===== src/rtl/carry_look_ahead_16bit.sv =====
// carry_look_ahead_16bit: registered 16-bit two-level carry-lookahead adder (4x 4-bit CLA + lookahead unit)
module cla4 (
   input  logic [3:0] a,
   input  logic [3:0] b,
   input  logic       cin,
   output logic [3:0] s,
   output logic       pg,
   output logic       gg
);
   logic [3:0] p, g, c;
   // bit-level propagate/generate with in-group carries flattened to sum-of-products
   always_comb begin
      p    = a ^ b;
      g    = a & b;
      c[0] = cin;
      c[1] = g[0] | (p[0] & cin);
      c[2] = g[1] | (p[1] & g[0]) | (p[1] & p[0] & cin);
      c[3] = g[2] | (p[2] & g[1]) | (p[2] & p[1] & g[0]) | (p[2] & p[1] & p[0] & cin);
      s    = p ^ c;
      pg   = &p;
      gg   = g[3] | (p[3] & g[2]) | (p[3] & p[2] & g[1]) | (p[3] & p[2] & p[1] & g[0]);
   end
endmodule

module carry_look_ahead_16bit (
   input  logic        clk,
   input  logic        rst,
   input  logic [15:0] a,
   input  logic [15:0] b,
   input  logic        cin,
   output logic [15:0] sum,
   output logic        cout
);
   logic [3:0]  pg, gg;
   logic [4:0]  gc;
   logic [15:0] sum_d, sum_q;
   logic        cout_q;
   for (genvar k = 0; k < 4; k++) begin : g_grp
      cla4 u_cla (
         .a   (a[4*k+3:4*k]),
         .b   (b[4*k+3:4*k]),
         .cin (gc[k]),
         .s   (sum_d[4*k+3:4*k]),
         .pg  (pg[k]),
         .gg  (gg[k])
      );
   end
   // second-level lookahead: every group carry comes straight from cin and group P/G
   always_comb begin
      gc[0] = cin;
      gc[1] = gg[0] | (pg[0] & cin);
      gc[2] = gg[1] | (pg[1] & gg[0]) | (pg[1] & pg[0] & cin);
      gc[3] = gg[2] | (pg[2] & gg[1]) | (pg[2] & pg[1] & gg[0]) | (pg[2] & pg[1] & pg[0] & cin);
      gc[4] = gg[3] | (pg[3] & gg[2]) | (pg[3] & pg[2] & gg[1]) | (pg[3] & pg[2] & pg[1] & gg[0])
            | (pg[3] & pg[2] & pg[1] & pg[0] & cin);
   end
   // output register; reset wins over the add and drops the sampled operation
   always_ff @(posedge clk) begin
      if (rst) begin
         sum_q  <= 16'h0000;
         cout_q <= 1'b0;
      end else begin
         sum_q  <= sum_d;
         cout_q <= gc[4];
      end
   end
   assign sum  = sum_q;
   assign cout = cout_q;
endmodule


===== config.mk =====
export PLATFORM = sky130hd
export DESIGN_NAME = carry_look_ahead_16bit
export DESIGN_NICKNAME = d
export VERILOG_FILES = /design/src/rtl/carry_look_ahead_16bit.sv
export SDC_FILE = /design/constraint.sdc
export NUM_CORES = 1
export LEC_CHECK = 0
export BUFFER_PORTS_ARGS = -buffer_cell sky130_fd_sc_hd__buf_4
export CAP_MARGIN = 5
export CORE_UTILIZATION = 46
export CTS_CLUSTER_DIAMETER = 100
export DETAILED_ROUTE_END_ITERATION = 8
export PLACE_DENSITY = 0.81
export RECOVER_POWER = 100
export SLEW_MARGIN = 5
export SYNTH_ARGS = -nofsm -noshare
export SYNTH_HDL_FRONTEND = slang
export SYNTH_SLANG_ARGS = --single-unit

===== constraint.sdc =====
create_clock -name clk -period 3.53 [get_ports clk]
set_clock_uncertainty 0.2 [all_clocks]
set_input_delay 0.706 -clock clk [delete_from_list [all_inputs] [get_ports clk]]
set_output_delay 0.706 -clock clk [all_outputs]
set_load 0.05 [all_outputs]

==> impl_metrics.yaml, run 1 <==
setup_path:
  worstPathRequired_ns: 3.59
  startpoint_type: "input pin"
  worstSetupPathType: "input pin to flip-flop"
  max_stage_delay_ns: 0.45
  cp_common_cell: "a41o_1"
  cp.arrival_ns: 2.99
  crit_fanout: 3
  end_kind: "flip-flop"
  cpMaxStageDelayCell: "fa_1"
  path_cells: "clkbuf_1, ha_1, a211oi_1, o21ai_0, a41o_1, a41o_1, a21oi_1, fa_1, nor2_1"
clock_tree:
  clk_pin_slew_ns: 0.12
  cts_resized: 0
  ctsLongestPathBuffers: 2
  postCtsHoldBufs: 0
  clock-sinks: 17
  cts_tree: "done"
  post_cts.repair.setup_buffers: 0
  cts-buffers-inserted: 3
  htreeDepth: 1
  root_buffer: "clkbuf_4"
detailed_routing:
  drc: 0
  wl_met2_um: 1370
  topRoutingLayerUsed: "met4"
  firstDrtPassIters: 4
  wl_per_cell_um: 12.8
  postRouteAntennaNets: 0
  vias: 1100
  wl_met1_um: 1110
  drt_iter0_drc: 15
  totalWireLength_um: 2690
  vias_per_cell: 5.24
  wl_met3_um: 136
sta:
  hold_viol: 0
  setup_tns_ns: 0
  fin_crit_ns: 2.94
  tightestPinTransition_ns: 0.623
  relSlewSlack: 0.582
  worst_slack_ns: 0.594
  maxClockFrequency_mhz: 341
  post-route-period-util: 0.832
  slew_violations: 0
  rsz0062_at_grt: "false"
  final-setup-viol-count: 0
synth:
  synth.distinct_cells: 35
  synth_nets: 184
  yosys_register_bits: 17
  ys_seq_area_frac: 0.293
  postSynthAreaPerCell_um2: 8.99
  yosysWarnings: 0
  synth_area_leaders: "dfxtp_1, ha_1, fa_1"
  syn_area_um2: 1160
  synth_top_area_share: 0.293
  synth_area_leader_cell: "dfxtp_1"
  syn_inst: 129
grt:
  overflow: 0
  grt_max_degree: 24
  grt_pass1_vias: 1077
  antenna_found_initial: 0
  grt_pass1_wl_um: 4450
  groute.usage.overall: 0.220
floorplan:
  die_h_um: 52.2
  die_x_um: 52.2
  num_io_pins: 52
  start_util: 0.505
  dieArea_um2: 2730
  rows: 17
  coreArea_um2: 2300
place:
  gp_congestion: 0.777
  dp_slack_ns: 0.415
  dp_hpwl_um: 2230
  port-buffer-count: 51
power:
  p_per_area_nw_per_um2: 404
  max-vdd-ir-drop_v: 0.000216
  p_leak_nw: 0.726
hold_path:
  hold_depth: 2
  hold_path_class: "input pin to flip-flop"
finish:
  drive_gt1_frac: 0.225
  area_growth_pct: 31.1
  n_antenna_cell: 0
  nets: 238
status:
  status: "completed"
run:
  cap_violations: 0
## sequential cells by signal (all words and copies together) (netlist names)
register,count
sum,16
cout,1
## area by class of cell
class                           instances  area (um2)
Clock buffer                            3        22.5
Clock inverter                          1        7.51
Fill cell                             214         777
Inverter                               10        37.5
Multi-Input combinational cell        100         762
Sequential cell                        17         340
Tap cell                               28        35.0
Timing Repair Buffer                   51         315
## per-layer routing
metal | vias up | track usage
li1 | 562 | -
met1 | 493 | 0.246
met2 | 37 | 0.406
met3 | 8 | 0.0435
met4 | 0 | 0.0833
met5 | - | 0
## through the flow
step,cells,util,instance area (um2),hold WS (ns),power (mW)
2_1_floorplan,129,-,1160,0.747,0.435
3_3_place_gp,206,0.684,1570,0.830,0.523
3_5_place_dp,206,0.684,1570,0.837,0.532
4_1_cts,210,0.697,1600,0.510,0.644
5_1_grt,210,0.662,1520,0.520,0.656
6_report,210,0.662,1520,0.508,0.615
## power by group
group          internal, mW  switching [mW]  total [mW]
Combinational        0.0929           0.184       0.277
Clock                0.0432          0.0704       0.114
Sequential            0.218         0.00645       0.224
## worst paths after layout
check | to | slack (ns) | startpoint
worst max-delay path | sum[12]$_SDFF_PP0_ | 0.59 | a[0]
worst min-delay path | sum[12]$_SDFF_PP0_ | 0.51 | rst
## cells by family (layout without fill, tap and decap cells)
group / after synthesis / after routing / share of synthesized area
XOR/XNOR: 8 / 8 / 0.0604
multiplexers: 2 / 2 / 0.0226
flip-flops: 17 / 17 / 0.293
AND/OR/NAND/NOR: 40 / 40 / 0.159
AO/OA/AOI/OAI: 30 / 30 / 0.184
adder cells (fa/ha/maj): 20 / 20 / 0.242
buffers and inverters: 12 / 65 / 0.0388
## critical path: cells and delay by family
family / cells / cell delay, ns
AO/OA/AOI/OAI: 5 / 1.35
buffers and inverters: 1 / 0.09
adder cells (fa/ha/maj): 2 / 0.76
AND/OR/NAND/NOR: 1 / 0.10
## synthesized netlist by cell type
cell	number
a211oi_1	3
a211oi_2	1
a21boi_0	1
a21o_2	1
a21oi_1	7
a22oi_1	1
a311o_1	2
a31oi_1	1
a41o_1	2
and3_1	1
clkbuf_1	2
dfxtp_1	17
fa_1	4
ha_1	16
inv_1	10
mux2_2	1
mux2_4	1
nand2_1	5
nand2b_1	2
nand3_1	3
nor2_1	19
nor2b_1	3
nor3_1	3
nor3b_1	1
nor4_1	1
o211ai_1	2
o21a_1	1
o21ai_0	4
o21ai_2	2
o22ai_1	1
o31ai_1	1
or2_2	1
or3_1	1
xnor2_1	2
xor2_1	6
## placed cells by master, fill, tap and decap left out, drive strengths merged, types with 3 or more instances in the layout
master  count
clkbuf     21
nor2b       3
buf        33
xor2        6
a211oi      4
ha         16
o21ai       6
nor3        3
fa          4
dfxtp      17
a21oi       7
nor2       19
inv        10
nand3       3
nand2       5
Note: power is estimated with default switching activity, not from simulation.
==> run 2, diff against run 1 <==
==> constraint.sdc (replaced) <==
create_clock -name clk -period 3.1 [get_ports clk]
set_clock_uncertainty 0.2 [all_clocks]
set_input_delay 0.62 -clock clk [delete_from_list [all_inputs] [get_ports clk]]
set_output_delay 0.62 -clock clk [all_outputs]
set_load 0.05 [all_outputs]
==> run 2 against run 1 <==
  * Sequential cell count is the same
  * Die area is the same
  * Final cell count grew 0.48%
  * Combinational power grew 14%
  * Worst hold slack lost 0.057 ns
  * First-iteration DRC count shrank 13%
  * Via count is essentially flat
  * Final area grew 0.66%
  * Count of clock-buffer cells in the layout is the same
  * Sequential power grew 14%
  * Core utilization grew 0.44 points
  * Wire length shrank 5.4%
  * Critical path type unchanged
  * Critical endpoint unchanged
  * Largest cell class unchanged
  * Highest routed layer unchanged
==> impl_metrics.yaml, run 2 (same netlist as run 1, synthesis figures left out) <==
finish:
  area_growth_pct: 31.9
  n_antenna_cell: 0
  nets: 239
  drive_gt1_frac: 0.235
  largest_reg_flops: 16
  stdcell_count: 211
  fin_area_um2: 1530
  mostFrequentLayoutCells: "buf_4, nor2_1, clkbuf_1, dfxtp_1, ha_1"
  mostFrequentLayoutCell: "buf_4"
sta:
  slew_violations: 0
  relSlewSlack: 0.585
  setup_tns_ns: 0
  post-route-period-util: 0.892
  fin_crit_ns: 2.77
  tightestPinTransition_ns: 0.618
  final-setup-viol-count: 0
  rsz0062_at_grt: "false"
  worst_slack_ns: 0.333
  maxClockFrequency_mhz: 361
  hold_viol: 0
power:
  p_leak_nw: 0.736
  p_per_area_nw_per_um2: 453
  finalPower_uw: 693
  max-vdd-ir-drop_v: 0.000333
grt:
  grt_max_degree: 24
  groute.usage.overall: 0.202
  grt_pass1_vias: 1019
  antenna_found_initial: 0
  grt_pass1_wl_um: 4060
  overflow: 0
place:
  place_inst: 207
  gp_congestion: 0.749
  dp_hpwl_um: 2090
  dp_slack_ns: 0.0839
  placedInstanceArea_um2: 1580
  port-buffer-count: 51
clock_tree:
  ctsLongestPathBuffers: 2
  cts-buffers-inserted: 3
  clk_pin_slew_ns: 0.11
  cts_resized: 0
  root_buffer: "clkbuf_4"
  postCtsHoldBufs: 0
  post_cts.repair.setup_buffers: 0
  cts_tree: "done"
  clock-sinks: 17
  htreeDepth: 1
detailed_routing:
  vias: 1099
  drt_iter0_drc: 13
  vias_per_cell: 5.21
  postRouteAntennaNets: 0
  totalWireLength_um: 2550
  wl_per_cell_um: 12.1
  firstDrtPassIters: 4
  drc: 0
floorplan:
  dieArea_um2: 2730
  die_x_um: 52.2
  start_util: 0.505
  num_io_pins: 52
  rows: 17
  coreArea_um2: 2300
  die_h_um: 52.2
setup_path:
  startpoint_type: "input pin"
  crit_fanout: 3
  worstSetupPathType: "input pin to flip-flop"
  cp.arrival_ns: 2.80
  end_kind: "flip-flop"
  worstPathRequired_ns: 3.13
hold_path:
  hold_path_class: "input pin to flip-flop"
  hold_depth: 2
run:
  cap_violations: 0
status:
  status: "completed"
[run 2: cell types whose count changed in the layout (fill, tap and decap cells not counted)]
cell	previous run	this run
clkinv_2	0	1
a211oi_2	0	1
clkinvlp_4	1	0
a211oi_1	4	3
clkbuf_4	3	4
[run 2: layout make-up]
type | instances | area [um2]
clock buffer | 3 | 22.5
clock inverter | 1 | 5.00
fill | 215 | 767
inverter | 10 | 37.5
multi-input combinational | 100 | 767
sequential | 17 | 340
tap | 28 | 35.0
timing repair buffer | 52 | 323
[run 2: routing by layer]
layer / wire (um) / up-vias / global-route usage / share of wire
met2: 1350 / 27 / 0.389 / 0.53
li1: - / 564 / - / -
met5: 0 / - / 0 / 0
met3: 77 / 2 / 0.0261 / 0.030
met1: 1080 / 506 / 0.230 / 0.42
met4: 36 / 0 / 0.0526 / 0.014
[run 2: worst max-delay path, cell delays in order]
cell,delay [ns]
clkbuf_1,0.09
ha_1,0.32
a211oi_2,0.28
o21ai_0,0.18
a41o_1,0.30
a41o_1,0.27
a21oi_1,0.19
fa_1,0.43
nor2_1,0.11
[run 2: worst paths after layout]
check,start,to
max,a[0],sum[12]$_SDFF_PP0_
min,rst,sum[4]$_SDFF_PP0_
[run 2: through the flow]
| stage | hold slack, ns | utilization |
|---|---|---|
| 6_report | 0.451 | 0.666 |
| 5_1_grt | 0.444 | 0.666 |
| 4_1_cts | 0.446 | 0.699 |
| 3_5_place_dp | 0.748 | 0.687 |
| 3_3_place_gp | 0.745 | 0.687 |
| 2_1_floorplan | 0.661 | - |
[run 2: report_power, final]
part	internal, mW	switching [mW]
Combinational	0.107	0.208
Clock	0.0478	0.0746
Sequential	0.248	0.00739
Total	0.403	0.290
